--- config.mk ---
export PLATFORM = sky130hd
export DESIGN_NAME = avm_rd_arbiter
export DESIGN_NICKNAME = d
export VERILOG_FILES = /design/src/rtl/avm_rd_arbiter.sv
export SDC_FILE = /design/constraint.sdc
export NUM_CORES = 1
export LEC_CHECK = 0
export BUFFER_PORTS_ARGS = -buffer_cell sky130_fd_sc_hd__buf_2
export CORE_ASPECT_RATIO = 1.2
export CORE_MARGIN = 8
export CORE_UTILIZATION = 43
export DETAILED_ROUTE_END_ITERATION = 8
export PLACE_DENSITY = 0.81
export RECOVER_POWER = 25
export SLEW_MARGIN = 20
export SYNTH_ARGS = -nofsm -noshare
export SYNTH_HDL_FRONTEND = slang
export SYNTH_SLANG_ARGS = --single-unit
export TNS_END_PERCENT = 1
--- constraint.sdc ---
create_clock -name clk -period 3.8 [get_ports clk]
set_input_delay 0.19 -clock clk [delete_from_list [all_inputs] [get_ports clk]]
set_output_delay 0.19 -clock clk [all_outputs]
set_load 0.005 [all_outputs]
--- src/rtl/avm_rd_arbiter.sv ---
// Round-robin read arbiter sharing one Avalon-MM read master among
// NCLIENTS requesters, with an in-order tag FIFO to route return beats.
// Ports: clk/reset (async, active-high); c_read/c_address/c_waitrequest
// request side per client; c_readdata (broadcast) + c_readdatavalid
// (one-hot) return side; avm_m0_* Avalon master (write channel tied off);
// pend_count = outstanding reads; proto_err = sticky orphan-return flag.
module avm_rd_arbiter #(
    parameter int NCLIENTS = 4,
    parameter int MAXPEND  = 8,
    parameter int AW       = 32,
    parameter int DW       = 16
) (
    input  logic                       clk,
    input  logic                       reset,
    input  logic [NCLIENTS-1:0]        c_read,
    input  logic [NCLIENTS*AW-1:0]     c_address,
    output logic [NCLIENTS-1:0]        c_waitrequest,
    output logic [DW-1:0]              c_readdata,
    output logic [NCLIENTS-1:0]        c_readdatavalid,
    output logic                       avm_m0_read,
    output logic [AW-1:0]              avm_m0_address,
    input  logic [DW-1:0]              avm_m0_readdata,
    input  logic                       avm_m0_readdatavalid,
    input  logic                       avm_m0_waitrequest,
    output logic                       avm_m0_write,
    output logic [DW-1:0]              avm_m0_writedata,
    output logic [DW/8-1:0]            avm_m0_byteenable,
    output logic [$clog2(MAXPEND):0]   pend_count,
    output logic                       proto_err
);

    localparam int IW = $clog2(NCLIENTS);
    localparam int PW = $clog2(MAXPEND);
    localparam int CW = PW + 1;
    localparam logic [NCLIENTS-1:0] ONE = 1;

    logic [IW-1:0] rr_ptr;
    logic [IW-1:0] locked_id;
    logic [IW-1:0] grant;
    logic          lock;
    logic          no_req;
    logic          full;
    logic          accept;
    logic          pop;
    logic [IW-1:0] tags [MAXPEND];
    logic [PW-1:0] wr_ptr;
    logic [PW-1:0] rd_ptr;

    // A stalled request keeps its grant so address/read stay stable
    // until the slave accepts it.
    always_comb begin
        grant  = locked_id;
        no_req = 1'b0;
        if (!lock) begin
            grant  = '0;
            no_req = 1'b1;
            for (int k = 1; k <= NCLIENTS; k++) begin
                if (no_req && c_read[(int'(rr_ptr) + k) % NCLIENTS]) begin
                    grant  = IW'((int'(rr_ptr) + k) % NCLIENTS);
                    no_req = 1'b0;
                end
            end
        end
    end

    assign full = (pend_count == CW'(MAXPEND));

    // Gated by reset so the master read drops the moment reset asserts,
    // even while clients keep c_read high.
    assign avm_m0_read    = !reset && (lock || (!no_req && !full));
    assign avm_m0_address = c_address[grant*AW +: AW];
    assign accept         = avm_m0_read && !avm_m0_waitrequest;
    assign pop            = avm_m0_readdatavalid && (pend_count != '0);

    always_comb begin
        for (int i = 0; i < NCLIENTS; i++) begin
            c_waitrequest[i] = !(accept && grant == IW'(i));
        end
    end

    assign avm_m0_write      = 1'b0;
    assign avm_m0_writedata  = '0;
    assign avm_m0_byteenable = '1;

    always_ff @(posedge clk or posedge reset) begin
        if (reset) begin
            rr_ptr          <= IW'(NCLIENTS - 1);
            lock            <= 1'b0;
            locked_id       <= '0;
            wr_ptr          <= '0;
            rd_ptr          <= '0;
            pend_count      <= '0;
            proto_err       <= 1'b0;
            c_readdatavalid <= '0;
            c_readdata      <= '0;
        end else begin
            if (accept) begin
                lock   <= 1'b0;
                rr_ptr <= grant;
                wr_ptr <= wr_ptr + 1'b1;
            end else if (avm_m0_read) begin
                lock      <= 1'b1;
                locked_id <= grant;
            end
            pend_count <= pend_count + CW'(accept) - CW'(pop);
            c_readdatavalid <= '0;
            if (pop) begin
                rd_ptr          <= rd_ptr + 1'b1;
                c_readdata      <= avm_m0_readdata;
                c_readdatavalid <= ONE << tags[rd_ptr];
            end
            // A beat with nothing outstanding has no owner: drop and flag.
            if (avm_m0_readdatavalid && !pop) begin
                proto_err <= 1'b1;
            end
        end
    end

    always_ff @(posedge clk) begin
        if (accept) begin
            tags[wr_ptr] <= grant;
        end
    end

endmodule

==> flow_metrics.tcl <==
set metrics [dict create \
    yosysUniqueCellTypes 47 \
    gr-usage-all-layers_pct 20.3 \
    ys.flop_type "dfrtp_1" \
    dpl.hpwl_mm 10.0 \
    min-delay-path-class "primary input to flop" \
    fin_crit_ns 3.27 \
    maxCapViolCount 1 \
    p_leak_nw 2.32 \
    status "finished, violations left" \
    setup_viol 0 \
    layout.nets 802 \
    worstSkewPairLatency_ns 0.30 \
    numCtsBuffers 5 \
    fin_crit_sh_pct 86.1 \
    layout_common_cells "buf_2, nand2_1, a21oi_1, dfrtp_1, a32oi_1" \
    io_buffers 213 \
    cts_tree "built" \
    ir_drop_mv 0.413 \
    worstMarginPinSlew_ns 1.70 \
    required_ns 3.61 \
    hold_viol_final 0 \
    slew_headroom_pct -13.5 \
    nFillCells 748 \
    fin_ws_ns 0.530 \
    grt_overflow_total 0 \
    crit_buf_inv 3 \
    cts.sinks 52 \
    layout-drive-gt1-share_pct 35.2 \
    drtPass1Iterations 6 \
    rows 36 \
    critPathMaxFanout 43 \
    die_area_um2 11600 \
    synth_cells 448 \
    synth.top_cells.by_area "dfrtp_1, nand2_1, edfxtp_1" \
    placed_cell_area_um2 4610 \
    max_freq_mhz 306 \
    finalInstanceArea_um2 4730 \
    rsz0062_at_grt "false" \
    finalWeightedCongestion 0.900 \
    placed_cells 747 \
    clockRootBuffer "clkbuf_8" \
    final_cell_count_no_fill 762 \
    io_pins 233 \
    whs_ns 0.0741 \
    clkTransAtPathRegs_ns 0.09 \
    grt_max_degree 76 \
    die-height_um 117 \
    max_stage_delay_ns 0.61 \
    preCtsSetupSlack_ns 0.889 \
    path_delay_family "buffers and inverters" \
    final_common_cell "buf_2" \
    critPathCaptureType "primary output" \
    syn_area_per_cell_um2 8.08 \
    initial_core_util_pct 44.4 \
    startpoint_type "flop" \
    syn_area_um2 3620 \
    violations "max-capacitance violations, max-slew violations" \
    synth_edf_count 16 \
    worstPathArrival_ns 3.08 \
    final_core_util_pct 58.0 \
    synth.largest_area_cell "dfrtp_1" \
    cp_cell_sequence "mux2_1, a221o_1, o21ai_4, buf_4, inv_2, a21oi_1, a32oi_1, buf_2" \
    ant_nets 0 \
    async_flop_share_pct 69.2 \
    synth_top_area_share_pct 23.5 \
    synthToLayoutAreaGrowth_pct 30.6 \
    drc_errors 0 \
    drt_iter0_drc 289 \
    synth_warnings 0 \
    post-cts-setup-buffers 0 \
    cts_buffer_depth 2 \
    grt_pass1_wl_mm 19.0 \
    grt_pass1_vias 4005 \
    fp.dieW_um 99.8 \
    vias_per_cell 5.19 \
    finalSetupTns_ns 0 \
    route.detailed.wl_per_inst_um 16.5 \
    ys_seq_area_share_pct 38.2 \
    finalClockSkew_ns 0.00818 \
    crit_path_top_delay_cell "dfstp_2" \
    slew_violations 33 \
    cts_max_level 2 \
    via_count 3958 \
    total_power_mw 3.14 \
    powerDensity_nw_per_um2 665 \
    antenna_found_initial 3 \
    wl_mm 12.6 \
    synth.ff_latch_count 52 \
    coreArea_um2 8150 \
    crit_type "flop to primary output" \
]
## synthesized netlist by cell type (all sizes together), types with 2 or more instances
| library cell | count |
|---|---|
| a21o | 2 |
| a21oi | 67 |
| a31o | 2 |
| a32oi | 32 |
| buf | 38 |
| clkbuf | 13 |
| conb | 2 |
| dfrtp | 34 |
| dfstp | 2 |
| edfxtp | 16 |
| ha | 8 |
| inv | 12 |
| mux2 | 6 |
| mux4 | 4 |
| nand2 | 161 |
| nand2b | 3 |
| nand3 | 4 |
| nor2 | 7 |
| nor2b | 3 |
| nor3 | 3 |
| nor3b | 3 |
| nor4b | 2 |
| o21ai | 5 |
| xnor2 | 5 |
## layout make-up
type                    instances  area [µm²]  share of cell area (%)
inverters                      13        53.8                    1.14
clock buffers                   5        68.8                    1.46
diodes                          6        15.0                   0.318
multi-input cells             349        1920                    40.7
flip-flops and latches         52        1380                    29.3
well taps                     114         143                    3.02
repair buffers                220        1100                    23.2
clock inverters                 3        42.5                   0.900
## power by group
group,internal [mW],total (mW),switching [mW],leakage (nW)
logic,0.785,1.85,1.06,1.69
clock network,0.195,0.375,0.179,0.0558
registers,0.768,0.922,0.154,0.578
total,1.75,3.14,1.40,2.32
## what timing repair did
action,CTS,global route
endpoints found under the setup margin,0,0
resized for setup,0,0
hold buffers,1,0
hold endpoints to repair,2,0
## sequential cells by signal (all words and copies together), names as in the netlist
name,flops
lock,1
tags,16
pend_count,4
c_readdatavalid,4
rd_ptr,3
wr_ptr,3
proto_err,1
locked_id,2
rr_ptr,2
c_readdata,16
## worst reg2reg max path, stage by stage, from the launching register on
cell,delay (ns)
dfrtp_1,0.38
inv_1,0.12
ha_1,0.17
or3b_2,0.44
a21oi_1,0.23
nor3_2,0.12
inv_1,0.25
ha_1,0.29
inv_1,0.06
ha_1,0.15
inv_1,0.06
fa_1,0.39
xnor2_1,0.14
## per-layer routing
layer,up-vias,track usage [%],wire (µm)
met2,216,34.6,6190
met1,1803,22.2,4660
met5,-,0,0
met3,31,6.98,1270
li1,1908,-,-
met4,0,9.71,444
## worst paths after layout
kind | from | to | slack, ns | depth (start not counted)
setup / recovery | rr_ptr[1]$_DFFE_PP1P_ | avm_m0_address[8] | 0.53 | 8
hold / removal | avm_m0_readdata[12] | c_readdata[12]$_DFFE_PP0P_ | 0.07 | 3
setup reg to reg | pend_count[2]$_DFF_PP0_ | pend_count[2]$_DFF_PP0_ | 0.91 | 12
hold reg to reg | c_readdata[7]$_DFFE_PP0P_ | c_readdata[7]$_DFFE_PP0P_ | 0.47 | 2
max in group asynchronous | reset | c_readdata[12]$_DFFE_PP0P_ | 1.60 | 4
min in group asynchronous | reset | locked_id[1]$_DFFE_PP0P_ | 0.36 | 3
## logic make-up after synthesis
logic type / after synthesis / synth area share, %
xor gates and xnor gates: 6 / 1.45
adders and majority gates: 9 / 3.32
AOI/OAI and AO/OA: 111 / 19.6
and+or+nand+nor: 193 / 22.1
muxes: 11 / 4.63
DFF: 52 / 38.2
buffers and inverters: 64 / 10.5
other: 2 / 0.207
Power figures use the tool's default switching activity.
